--- config.mk ---
export PLATFORM = sky130hd
export DESIGN_NAME = uart_tx_param
export DESIGN_NICKNAME = d
export VERILOG_FILES = /design/src/rtl/uart_pkg.sv /design/src/rtl/uart_tx_fifo.sv /design/src/rtl/uart_tx_param.sv
export SDC_FILE = /design/constraint.sdc
export NUM_CORES = 1
export LEC_CHECK = 0
export CORE_UTILIZATION = 63
export DETAILED_ROUTE_END_ITERATION = 8
export GPL_TIMING_DRIVEN = 0
export HOLD_SLACK_MARGIN = 0.03
export PLACE_DENSITY_LB_ADDON = 0.15
export RECOVER_POWER = 50
export REMOVE_ABC_BUFFERS = 1
export SYNTH_ARGS = -nofsm -noshare
export SYNTH_HDL_FRONTEND = slang
export SYNTH_HIERARCHICAL = 1
export SYNTH_SLANG_ARGS = --single-unit
--- constraint.sdc ---
create_clock -name baud_clock -period 7 [get_ports baud_clock]
set_clock_uncertainty 0.05 [all_clocks]
set_input_delay 0.7 -clock baud_clock [delete_from_list [all_inputs] [get_ports baud_clock]]
set_output_delay 0.7 -clock baud_clock [all_outputs]
set_load 0.03 [all_outputs]
--- src/rtl/uart_pkg.sv ---
// Shared types and constants for the parametrised UART transmitter.
// The parity helper takes the widest legal word so one function serves every DATA_BITS.
package uart_pkg;

  typedef enum logic [1:0] {
    ParNone = 2'd0,
    ParEven = 2'd1,
    ParOdd  = 2'd2
  } parity_mode_t;

  typedef enum logic [2:0] {
    StIdle,
    StStart,
    StData,
    StParity,
    StStop
  } tx_state_t;

  localparam logic IdleLevel = 1'b1;

  localparam int unsigned MaxDataBits = 9;

  // Zero-extension of narrower words leaves the XOR unchanged.
  function automatic logic parity_bit(input logic [MaxDataBits-1:0] data,
                                      input parity_mode_t           mode);
    logic x;
    x = ^data;
    return (mode == ParOdd) ? ~x : x;
  endfunction

endpackage

--- src/rtl/uart_tx_fifo.sv ---
// Single-clock FIFO buffering words ahead of the UART shifter.
// Pushes are ignored when full and pops when empty; DEPTH must be a power of two.
module uart_tx_fifo #(
  parameter int unsigned WIDTH = 8,
  parameter int unsigned DEPTH = 4
) (
  input  logic                     clk,
  input  logic                     rst,
  input  logic                     push,
  input  logic [WIDTH-1:0]         wdata,
  input  logic                     pop,
  output logic [WIDTH-1:0]         rdata,
  output logic                     full,
  output logic                     empty,
  output logic [$clog2(DEPTH):0]   count
);

  localparam int unsigned PtrW = $clog2(DEPTH);
  localparam int unsigned CntW = PtrW + 1;

  logic [WIDTH-1:0] mem [DEPTH];
  logic [PtrW-1:0]  wr_ptr_q, rd_ptr_q;
  logic [CntW-1:0]  count_q;
  logic             push_ok, pop_ok;

  assign full    = (count_q == CntW'(DEPTH));
  assign empty   = (count_q == '0);
  assign push_ok = push && !full;
  assign pop_ok  = pop && !empty;
  assign rdata   = mem[rd_ptr_q];
  assign count   = count_q;

  always_ff @(posedge clk or posedge rst) begin
    if (rst) begin
      wr_ptr_q <= '0;
      rd_ptr_q <= '0;
      count_q  <= '0;
    end else begin
      if (push_ok) begin
        wr_ptr_q <= wr_ptr_q + 1'b1;
      end
      if (pop_ok) begin
        rd_ptr_q <= rd_ptr_q + 1'b1;
      end
      unique case ({push_ok, pop_ok})
        2'b10:   count_q <= count_q + 1'b1;
        2'b01:   count_q <= count_q - 1'b1;
        default: count_q <= count_q;
      endcase
    end
  end

  // Storage needs no reset: only entries covered by count are ever read out.
  always_ff @(posedge clk) begin
    if (push_ok) begin
      mem[wr_ptr_q] <= wdata;
    end
  end

endmodule

--- src/rtl/uart_tx_param.sv ---
// Parametrised UART transmitter: start, DATA_BITS data (LSB first), optional parity, stop bits.
// Words are queued in a small FIFO so frames can run back-to-back without an idle gap.
module uart_tx_param
  import uart_pkg::*;
#(
  parameter int unsigned DATA_BITS    = 8,
  parameter int unsigned PARITY_MODE  = 1,
  parameter int unsigned STOP_BITS    = 1,
  parameter int unsigned CLKS_PER_BIT = 1,
  parameter int unsigned FIFO_DEPTH   = 4
) (
  input  logic                          baud_clock,
  input  logic                          reset,
  input  logic [DATA_BITS-1:0]          tx_data,
  input  logic                          tx_valid,
  output logic                          tx_ready,
  input  logic                          clear_error,
  output logic                          serial_out,
  output logic                          is_transmitting,
  output logic                          transmission_done,
  output logic                          error_flag,
  output logic [$clog2(FIFO_DEPTH):0]   fifo_count
);

  localparam parity_mode_t ParityCfg = parity_mode_t'(PARITY_MODE[1:0]);
  localparam int unsigned  ClkCntW   = (CLKS_PER_BIT > 1) ? $clog2(CLKS_PER_BIT) : 1;
  localparam int unsigned  BitCntW   = 4;

  localparam logic [ClkCntW-1:0] ClkLast  = ClkCntW'(CLKS_PER_BIT - 1);
  localparam logic [BitCntW-1:0] DataLast = BitCntW'(DATA_BITS - 1);
  localparam logic [BitCntW-1:0] StopLast = BitCntW'(STOP_BITS - 1);

  tx_state_t            state_q, state_d;
  logic [ClkCntW-1:0]   clk_cnt_q, clk_cnt_d;
  logic [BitCntW-1:0]   bit_cnt_q, bit_cnt_d;
  logic [DATA_BITS-1:0] shift_q, shift_d;
  logic                 parity_q, parity_d;
  logic                 serial_q, serial_d;
  logic                 done_q, done_d;
  logic                 error_q, error_d;

  logic                 tick;
  logic                 load;
  logic                 fifo_push;
  logic                 fifo_pop;
  logic                 fifo_full;
  logic                 fifo_empty;
  logic [DATA_BITS-1:0] fifo_rdata;

  uart_tx_fifo #(
    .WIDTH (DATA_BITS),
    .DEPTH (FIFO_DEPTH)
  ) u_fifo (
    .clk   (baud_clock),
    .rst   (reset),
    .push  (fifo_push),
    .wdata (tx_data),
    .pop   (fifo_pop),
    .rdata (fifo_rdata),
    .full  (fifo_full),
    .empty (fifo_empty),
    .count (fifo_count)
  );

  assign tx_ready  = !fifo_full;
  assign fifo_push = tx_valid && !fifo_full;
  assign tick      = (clk_cnt_q == ClkLast);

  // A new overflow in the same cycle as clear_error keeps the flag set.
  assign error_d = (tx_valid && fifo_full) || (error_q && !clear_error);

  always_comb begin
    state_d   = state_q;
    clk_cnt_d = ((state_q == StIdle) || tick) ? '0 : clk_cnt_q + 1'b1;
    bit_cnt_d = bit_cnt_q;
    shift_d   = shift_q;
    parity_d  = parity_q;
    serial_d  = serial_q;
    done_d    = 1'b0;
    load      = 1'b0;
    fifo_pop  = 1'b0;

    unique case (state_q)
      StIdle: begin
        serial_d = IdleLevel;
        if (!fifo_empty) begin
          load = 1'b1;
        end
      end
      StStart: begin
        if (tick) begin
          state_d   = StData;
          bit_cnt_d = '0;
          serial_d  = shift_q[0];
          shift_d   = shift_q >> 1;
        end
      end
      StData: begin
        if (tick) begin
          if (bit_cnt_q == DataLast) begin
            bit_cnt_d = '0;
            if (ParityCfg != ParNone) begin
              state_d  = StParity;
              serial_d = parity_q;
            end else begin
              state_d  = StStop;
              serial_d = IdleLevel;
            end
          end else begin
            bit_cnt_d = bit_cnt_q + 1'b1;
            serial_d  = shift_q[0];
            shift_d   = shift_q >> 1;
          end
        end
      end
      StParity: begin
        if (tick) begin
          state_d   = StStop;
          bit_cnt_d = '0;
          serial_d  = IdleLevel;
        end
      end
      StStop: begin
        if (tick) begin
          if (bit_cnt_q == StopLast) begin
            done_d = 1'b1;
            if (!fifo_empty) begin
              load = 1'b1;
            end else begin
              state_d  = StIdle;
              serial_d = IdleLevel;
            end
          end else begin
            bit_cnt_d = bit_cnt_q + 1'b1;
          end
        end
      end
      default: begin
        state_d  = StIdle;
        serial_d = IdleLevel;
      end
    endcase

    // Pop and latch the next word; parity is taken from the latched copy, not live tx_data.
    if (load) begin
      fifo_pop  = 1'b1;
      state_d   = StStart;
      clk_cnt_d = '0;
      bit_cnt_d = '0;
      shift_d   = fifo_rdata;
      parity_d  = parity_bit(MaxDataBits'(fifo_rdata), ParityCfg);
      serial_d  = 1'b0;
    end
  end

  always_ff @(posedge baud_clock or posedge reset) begin
    if (reset) begin
      state_q   <= StIdle;
      clk_cnt_q <= '0;
      bit_cnt_q <= '0;
      shift_q   <= '0;
      parity_q  <= 1'b0;
      serial_q  <= IdleLevel;
      done_q    <= 1'b0;
      error_q   <= 1'b0;
    end else begin
      state_q   <= state_d;
      clk_cnt_q <= clk_cnt_d;
      bit_cnt_q <= bit_cnt_d;
      shift_q   <= shift_d;
      parity_q  <= parity_d;
      serial_q  <= serial_d;
      done_q    <= done_d;
      error_q   <= error_d;
    end
  end

  assign serial_out        = serial_q;
  assign is_transmitting   = (state_q != StIdle);
  assign transmission_done = done_q;
  assign error_flag        = error_q;

endmodule

# == Yosys cells after proc, flatten, opt, wreduce, memory -nomap -nowiden ==
# Memories as Yosys holds them, arrays and structs flattened.
# Cells that the tools add are included.
# op_classes
addsub,6
eq_ne,19
mux,43
bitwise,1
n_reduce_logical,23
# op_table
cell,count
8-bit 2-to-1 mux,4
3-bit != test (second input constant),9
3-bit 2-to-1 mux,8
4-bit 2-to-1 mux,6
1-bit 2-to-1 mux,19
8-bit case mux with 2 select lines,1
3-bit case mux with 5 select lines,1
4-bit case mux with 3 select lines,1
9-bit XOR reduction,1
8-bit AND reduction,1
3-bit by 2-bit equality test with 1-bit output (second input constant),2
3-bit equality test (second input constant),2
3-bit zero test,2
3-bit case mux with 2 select lines,1
6-bit AND reduction,1
3-bit nonzero test,2
1-bit logical AND,5
5-bit AND reduction,1
2-bit by 1-bit adder with 2-bit output (second input constant),2
4-bit by 1-bit adder with 4-bit output (second input constant),1
4-bit by 3-bit equality test with 1-bit output (second input constant),1
4-bit zero test,1
1-bit case mux with 4 select lines,1
4-bit AND reduction,1
other kinds (15),18
# totals
ff_bits,27
ramBits,32
inputBits,12
wordCells,104
mem_count,1
# mem_list
memory,words,word_bits,rd,rd_ports_with_merged_regs,wr,line,source
u_fifo.mem,4,8,1,0,1,uart_tx_fifo.sv:21,logic [WIDTH-1:0] mem [DEPTH];

# == Longest topological paths before layout ==
# Gate-level depths: netlist of the first run.
# depth
depth_word,9
ltp_mapped,13
depth_no_buf,11

# == Cells and area by module ==
# The synthesis of the first run kept the hierarchy.
# by_module_without_submodules
module,n_inst,cells_per_inst,area_each_um2
uart_tx_fifo,1,80,1596.5
uart_tx_param,1,119,1256.2

# == Worst setup path before layout of the first run ==
# OpenSTA, ideal clock, no wires.
# synth_path
path_type,reg2reg
start,register bit_cnt_q[0]
end,register u_fifo.count_q[2] (netlist: u_fifo/count[2])
setup_ns,0.081
arrival_ns,2.761
setup_slack_ns,4.109
path_stages_with_launch,14
synth_period_minus_slack_ns,2.891
cell_sequence,dfrtp_1 inv_1 ha_1 or4b_1 buf_2 a211oi_4 buf_6 o31a_2 ha_1 inv_1 fa_1 xor2_1 nor2_1 xor2_1
# synth_between
elab_chain_len,8
# synth_lines
element,line,source
from (decl),uart_tx_param.sv:35,"logic [BitCntW-1:0] bit_cnt_q, bit_cnt_d;"
from (signal assigned),uart_tx_param.sv:169,bit_cnt_q <= bit_cnt_d;
4-bit zero test (*),uart_tx_param.sv:125,if (bit_cnt_q == StopLast) begin
1-bit 2-to-1 mux (*),uart_tx_param.sv:125,
1-bit 2-to-1 mux (*),uart_tx_param.sv:124,if (tick) begin
1-bit case mux with 2 select lines (*),uart_tx_param.sv:83,unique case (state_q)
1-bit 2-to-1 mux (*),uart_tx_param.sv:145,if (load) begin
named net fifo_pop,uart_tx_param.sv:45,logic fifo_pop;
1-bit logical AND (*),uart_tx_fifo.sv:29,assign pop_ok = pop && !empty;
named net u_fifo.pop_ok,uart_tx_fifo.sv:24,"logic push_ok, pop_ok;"
2-bit by 1-bit equality test with 1-bit output / 2-bit equality test (equally long branches),uart_tx_fifo.sv:45,"unique case ({push_ok, pop_ok})"
3-bit case mux with 2 select lines / 2-bit nonzero test (equally long branches),--,
to (signal assigned),uart_tx_fifo.sv:46,2'b10: count_q <= count_q + 1'b1;
to (signal assigned),uart_tx_fifo.sv:47,2'b01: count_q <= count_q - 1'b1;
to (signal assigned),uart_tx_fifo.sv:48,default: count_q <= count_q;
to (decl),uart_tx_fifo.sv:23,logic [CntW-1:0] count_q;
# The timed path passes the listed nets; every way through them passes the cells marked *.
# A chain may end at the register's enable or synchronous reset.

# == Worst setup path after layout of the first run ==
# layout_path
start,register bit_cnt_q[0]
end,register u_fifo.count_q[2] (netlist: u_fifo/count[2])
# layout_between
elab_chain_len,8
# layout_lines
element,line
4-bit zero test (*),uart_tx_param.sv:125
1-bit 2-to-1 mux (*),uart_tx_param.sv:125
1-bit 2-to-1 mux (*),uart_tx_param.sv:124
1-bit case mux with 2 select lines (*),uart_tx_param.sv:83
1-bit 2-to-1 mux (*),uart_tx_param.sv:145
1-bit logical AND (*),uart_tx_fifo.sv:29
named net u_fifo.pop_ok,uart_tx_fifo.sv:24
2-bit by 1-bit equality test with 1-bit output / 2-bit equality test (equally long branches),uart_tx_fifo.sv:45
3-bit case mux with 2 select lines / 2-bit nonzero test (equally long branches),--
# Marks and branches as above.

==> out/metrics.yaml, run 1 <==
place:
  gp_congestion: 0.795
  hpwl_um: 3420
  io_buffers: 19
routing:
  drt-initial-drc-count: 93
  dr.pass1.iters: 4
  wl_per_cell_um: 17.5
  drc_errors: 0
  ant_nets: 0
  via_count: 1636
  vias_per_cell: 5.91
  routed_wl_um: 4840
logic_synthesis:
  synth_area_leaders: "edfxtp_1 (34%), dfrtp_1 (23%), mux4_2 (6.3%)"
  synth_xor_area_frac: 0.0430
  ys_seq_area_frac: 0.574
  syn_area_per_cell_sq_um: 14.3
  yosys.area.top_type: "edfxtp_1"
  synthAdderAreaFrac: 0.0377
  syn_area_sq_mm: 0.00285
  yosys.area_share.simple: 0.0829
  synth_mux_area_frac: 0.134
  syn_inst: 199
  async_flop_share: 0.458
  synth_cell_type_count: 54
  synth_top_family_by_area: "multiplexers"
  synth_edf_count: 32
  synth-compound-area-share: 0.0820
  yosysWarnings: 6
  synth_top_area_share: 0.337
  synth_seq_cells: 59
  synth_ff_type: "edfxtp_1"
sta:
  finalCriticalPeriod_ps: 3450
  fin_crit_sh: 0.494
  hold_viol_final: 0
  setup_viol: 0
  slew_violations: 0
  relSlewSlack: 0.226
  worst_slew_pin_slew_ps: 1150
  tns_ps: 0
  rsz0062_at_grt: "no"
  clock.fmax_ghz: 0.289
outcome:
  run_status: "complete, no violations"
clocking:
  postCtsHoldBufs: 0
  path_clk_slew_ps: 60
  post_cts_buffers: 0
  cts_sinks: 59
  htreeDepth: 3
  cts-root-buf: "clkbuf_8"
  clk_latency_ps: 320
  cts_tree: "built"
  cts_buffers: 9
  post_cts_resized: 0
  clock_path_buffers: 2
final_layout:
  multi_input_area_sq_mm: 0.00107
  antenna_cells: 0
  final_net_count: 240
  final_core_util: 0.737
  seq_area_sq_mm: 0.00164
  fill_cells: 288
  drive_above_1_share: 0.222
  area_growth_pct: 12.5
pwr:
  vdd_drop_max_v: 0.000286
  leakage_nw: 1.24
  power_density_mw_per_mm2: 485
setup_path:
  required_ps: 7200
  cp_max_fo: 12
  worstSetupStartpointType: "register"
  cp-startpoint: "bit_cnt_q[0]"
  r2r-start: "bit_cnt_q[0]"
  cp-end-kind: "register"
  worstSetupPathType: "register to register"
  arrival_ps: 3650
global_route:
  grt_pass1_vias: 1728
  grt.overflow.total: 0
  grt_pass1_wl_um: 8360
  grt_max_degree: 21
  grt_use_total: 0.235
  antenna_found_initial: 0
worst_hold_path:
  holdCritStartpoint: "shift_q[6]"
  worstHoldPathType: "register to register"
die:
  design.portCount: 20
  die_w_um: 69.3
  die_area_sq_mm: 0.00480
  core_sq_mm: 0.00435
  rows: 24
  start_util: 0.655
  die_h_um: 69.3
flow_run:
  max_cap_violations: 0
[worst max-delay path: stages (launching register included)]
cell and delay (ps):
dfrtp_1 400, inv_1 90, ha_1 180, or4b_1 610, a211oi_4 650, o31a_2 300, ha_1 200, inv_1 60
fa_1 370, xor2_1 150, nor2_1 140, xor2_1 170
[layout by cell type (no fill, tap or decap), types with 4 or more instances in the layout]
cell,Yosys,routed
edfxtp_1,32,32
dfrtp_1,26,26
inv_1,18,18
mux2_2,14,14
xnor2_1,11,11
clkbuf_8,0,11
clkdlybuf4s50_1,0,10
dlygate4sd3_1,0,9
mux4_2,8,8
nor2_1,7,7
ha_1,7,7
nor3b_1,3,4
nand2_1,4,4
a21oi_1,4,4
and2_2,4,4
[cell type report]
| type | count | share of cell area |
|---|---|---|
| Tap cell | 52 | 0.0203 |
| Multi-Input combinational cell | 113 | 0.333 |
| Clock buffer | 12 | 0.0483 |
| Timing Repair Buffer | 19 | 0.0592 |
| Inverter | 18 | 0.0210 |
| Sequential cell | 59 | 0.510 |
| Clock inverter | 4 | 0.00818 |
[logic make-up (layout without fill, tap and decap cells)]
| kind of cell | count (synthesis) | count (layout) |
|---|---|---|
| other | 1 | 1 |
| adders and majority gates | 8 | 8 |
| muxes | 26 | 26 |
| DFF | 59 | 59 |
| AOI/OAI and AO/OA | 29 | 29 |
| xor gates and xnor gates | 14 | 14 |
| and+or+nand+nor | 35 | 35 |
| buffers and inverters | 27 | 53 |
[stage by stage]
step	instance area (sq um)	setup slack, ps	hold WS (ps)	power (mW)	cells
5_1_grt	3210	3310	480	1.67	277
3_5_place_dp	3050	3550	451	1.31	261
6_report	3210	3550	462	1.56	277
2_1_floorplan	2790	4000	427	1.13	190
3_3_place_gp	3050	3720	437	1.26	261
4_1_cts	3230	3530	466	1.58	277
[power by group]
part	internal [mW]	total [mW]	leakage [nW]	switching, mW
Combinational	0.365	0.704	0.526	0.339
Sequential	0.482	0.583	0.624	0.100
Clock	0.147	0.272	0.0924	0.125
Total	0.994	1.56	1.24	0.565
[routing by layer]
| layer | GRT usage | wire length, um | part of all wire | up-vias |
|---|---|---|---|---|
| li1 | - | - | - | 765 |
| met1 | 0.306 | 2130 | 0.44 | 827 |
| met2 | 0.366 | 2460 | 0.51 | 37 |
| met3 | 0.0887 | 188 | 0.039 | 7 |
| met4 | 0.0794 | 62 | 0.013 | 0 |
| met5 | 0 | 0 | 0 | - |
[worst paths after layout]
| kind | end | slack, ps | cells past startpoint |
|---|---|---|---|
| max in group asynchronous | transmission_done | 5470 | 2 |
| min reg2reg | shift_q[6] | 460 | 1 |
| min | shift_q[6] | 460 | 1 |
| min in group asynchronous | u_fifo/wr_ptr_q[0] | 710 | 2 |
| max reg2reg | u_fifo/count[2] | 3550 | 11 |
| max | u_fifo/count[2] | 3550 | 11 |
[sequential cells by signal (all words and copies together) (netlist names)]
name,count
u_fifo/mem,32
state_q,3
transmission_done,1
u_fifo/rd_ptr_q,2
bit_cnt_q,4
u_fifo/wr_ptr_q,2
u_fifo/count,3
clk_cnt_q,1
error_flag,1
parity_q,1
shift_q,8
serial_out,1
[cell usage after synthesis, types with 2 or more instances]
| library cell | number |
|---|---|
| clkbuf_1 | 3 |
| xor2_1 | 3 |
| ha_1 | 7 |
| mux2_2 | 14 |
| nor2_1 | 7 |
| nor3b_1 | 3 |
| buf_6 | 3 |
| o211a_1 | 2 |
| mux4_2 | 8 |
| nand3_1 | 2 |
| a21oi_1 | 4 |
| xnor2_1 | 11 |
| dfrtp_1 | 26 |
| nand2_1 | 4 |
| edfxtp_1 | 32 |
| o22ai_1 | 3 |
| o211ai_1 | 2 |
| o21bai_1 | 2 |
| nor3_1 | 2 |
| and2_2 | 4 |
| or2_2 | 2 |
| o21ai_0 | 3 |
| buf_2 | 2 |
| mux2i_1 | 3 |
| inv_1 | 18 |
Power figures use the tool's default switching activity.
==> inputs of run 2 (changes only) <==
--- a/config.mk
+++ b/config.mk
@@ -5,7 +5,7 @@
 export SDC_FILE = /design/constraint.sdc
 export NUM_CORES = 1
 export LEC_CHECK = 0
-export CORE_UTILIZATION = 63
+export CORE_UTILIZATION = 52
 export DETAILED_ROUTE_END_ITERATION = 8
 export GPL_TIMING_DRIVEN = 0
 export HOLD_SLACK_MARGIN = 0.03
==> constraint.sdc (replaced) <==
create_clock -name baud_clock -period 2.9 [get_ports baud_clock]
set_clock_uncertainty 0.05 [all_clocks]
set_input_delay 0.29 -clock baud_clock [delete_from_list [all_inputs] [get_ports baud_clock]]
set_output_delay 0.29 -clock baud_clock [all_outputs]
set_load 0.03 [all_outputs]
==> out/metrics.yaml, run 2 (synthesized netlist as in run 1, its figures left out) <==
die:
  design.portCount: 20  # unchanged
  rows: 26  # was 24
  die_area_sq_mm: 0.00579  # was 0.00480 sq mm
  die_h_um: 76.1  # was 69.3 um
  core_sq_mm: 0.00520  # was 0.00435 sq mm
  start_util: 0.548  # was 0.655
  die_w_um: 76.1  # was 69.3 um
setup_path:
  crit_path_cell_trace: "inv_2, ha_2, or4b_4, a211oi_4, o31a_2, ha_4, inv_1, fa_1, xor2_1, nor2_1, xor2_1"  # was inv_1, ha_1, or4b_1, a211oi_4, o31a_2, ha_1, inv_1, fa_1, xor2_1, nor2_1, xor2_1
  cp-end-kind: "register"  # unchanged
  arrival_ps: 3030  # was 3650 ps
  cp_common_cell: "xor2_1"
  cp_max_fo: 3  # was 12
  slowest_stage: "or4b_4"  # was a211oi_4
  worstSetupStartpointType: "register"  # unchanged
  required_ps: 3100  # was 7200 ps
  worstSetupPathType: "register to register"  # unchanged
  max_stage_delay_ps: 500  # was 650 ps
pwr:
  p_sw_mw: 1.44  # was 0.565 mW
  fin_total_pwr_mw: 4.03  # was 1.56 mW
  p_comb_frac: 0.444  # was 0.452
  switching_share: 0.356  # was 0.362
  p_int_mw: 2.59  # was 0.994 mW
  power_density_mw_per_mm2: 1210  # was 485 mW/mm^2
  leakage_nw: 1.28  # was 1.24 nW
  vdd_drop_max_v: 0.000531  # was 0.000286 V
  pwr-share-clk: 0.205  # was 0.174
  power_frac_seq: 0.351  # was 0.374
worst_hold_path:
  worstHoldPathType: "input port to async pin"  # was register to register
routing:
  dr.pass1.iters: 4  # unchanged
  ant_nets: 0  # unchanged
  drc_errors: 0  # unchanged
  wl_per_cell_um: 16.5  # was 17.5 um
  vias_per_cell: 5.42  # was 5.91
  drt-initial-drc-count: 110  # was 93
  via_count: 1616  # was 1636
  routed_wl_um: 4910  # was 4840 um
final_layout:
  largest_reg_flops: 32  # unchanged
  final_net_count: 243  # was 240
  largest-register: "u_fifo/mem"  # unchanged
  reg_top3: "u_fifo/mem (32), shift_q (8), bit_cnt_q (4)"  # unchanged
  mostFrequentLayoutCells: "edfxtp_1 (32), dfrtp_1 (26), inv_1 (17)"  # was edfxtp_1 (32), dfrtp_1 (26), inv_1 (18)
  fill_cells: 383  # was 288
  final_core_util: 0.642  # was 0.737
  area_growth_pct: 17.1  # was 12.5%
  final_common_cell: "edfxtp_1"  # unchanged
  antenna_cells: 0  # unchanged
  drive_above_1_share: 0.268  # was 0.222
clocking:
  clk_latency_ps: 320  # about the same
  cts_buffers: 9  # unchanged
  htreeDepth: 3  # unchanged
  clock_path_buffers: 2  # unchanged
  cts_sinks: 59  # unchanged
  cts_tree: "built"  # unchanged
  cts-root-buf: "clkbuf_8"  # unchanged
  path_clk_slew_ps: 70  # was 60 ps
sta:
  hold_viol_final: 0  # unchanged
  setup_viol: 0  # unchanged
  rsz0062_at_grt: "yes"  # was no
  clock.fmax_ghz: 0.354  # was 0.289 GHz
  finalCriticalPeriod_ps: 2830  # was 3450 ps
  fin_crit_sh: 0.975  # was 0.494
  worst_slew_pin_slew_ps: 802  # was 1150 ps
  relSlewSlack: 0.451  # was 0.226
  holdWs_ps: 310  # was 462 ps
  slew_violations: 0  # unchanged
global_route:
  antenna_found_initial: 0  # unchanged
  grt_pass1_wl_um: 8130  # was 8360 um
  grt_max_degree: 21  # unchanged
  grt_pass1_vias: 1672  # was 1728
  grt_use_total: 0.185  # was 0.235
  grt.overflow.total: 0  # unchanged
place:
  io_buffers: 19  # unchanged
  gp_congestion: 0.845  # was 0.795
  hpwl_um: 3380  # was 3420 um
flow_run:
  max_cap_violations: 0  # unchanged
outcome:
  run_status: "complete, no violations"  # unchanged
-- run 2: area by class of cell --
cell class | instances | area, sq um | share of cell area
Sequential cell | 59 | 1640 | 0.490
Inverter | 18 | 67.6 | 0.0202
Tap cell | 70 | 87.6 | 0.0262
Timing Repair Buffer | 22 | 213 | 0.0636
Multi-Input combinational cell | 113 | 1110 | 0.332
Clock buffer | 9 | 124 | 0.0371
Clock inverter | 7 | 101 | 0.0303
-- run 2: final timing paths --
| kind | startpoint | end | slack [ps] | cells past startpoint |
|---|---|---|---|---|
| worst max-delay path | bit_cnt_q[0] | u_fifo/count[2] | 70 | 11 |
| min in group baud_clock | shift_q[1] | shift_q[1] | 480 | 1 |
| max in group asynchronous | reset | shift_q[3] | 1810 | 2 |
| worst min register to register | shift_q[1] | shift_q[1] | 480 | 1 |
| worst min-delay path | reset | u_fifo/rd_ptr_q[0] | 310 | 2 |
| worst max register to register | bit_cnt_q[0] | u_fifo/count[2] | 70 | 11 |
-- run 2: routing by layer --
layer	GRT usage	vias up	wire length [um]
met2	0.307	38	2510
met1	0.231	808	2230
met3	0.0395	5	116
met4	0.0904	0	51
li1	-	765	-
met5	0	-	0
-- run 2: power groups by stage --
| stage | clock network, mW | registers, mW | logic, mW |
|---|---|---|---|
| final | 0.826 | 1.41 | 1.79 |
| after global routing | 0.887 | 1.45 | 1.96 |
| after CTS | 0.842 | 1.41 | 1.75 |
| after detailed placement | 0 | 1.43 | 1.73 |
| after global placement | 0 | 1.41 | 1.65 |
| after floorplan | 0 | 1.43 | 1.30 |
-- run 2: repair_timing --
| action | 4_1_cts | 5_1_grt |
|---|---|---|
| hold buffers | 0 | 0 |
| gates resized for setup | 1 | 5 |
| buffers inserted | 1 | 2 |
| setup endpoints to repair | 2 | 5 |
| pin swaps | 1 | 1 |
-- run 2: worst max-delay path, delay by kind of cell (launching register included) --
| family | cells | cell delay, ps |
|---|---|---|
| AOI/OAI and AO/OA | 2 | 560 |
| adders and majority gates | 3 | 690 |
| DFF | 1 | 410 |
| buffers and inverters | 2 | 130 |
| xor gates and xnor gates | 2 | 310 |
| and+or+nand+nor | 2 | 620 |
-- run 2: per-stage QoR --
stage	setup WS (ps)	instances	setup TNS, ps	area [sq um]
after floorplan	-105	190	-105	2790
after global placement	-426	279	-663	3070
after detailed placement	-488	279	-789	3070
after CTS	6.22	296	0	3310
after global routing	-49.7	298	-49.7	3340
final	73.9	298	0	3340
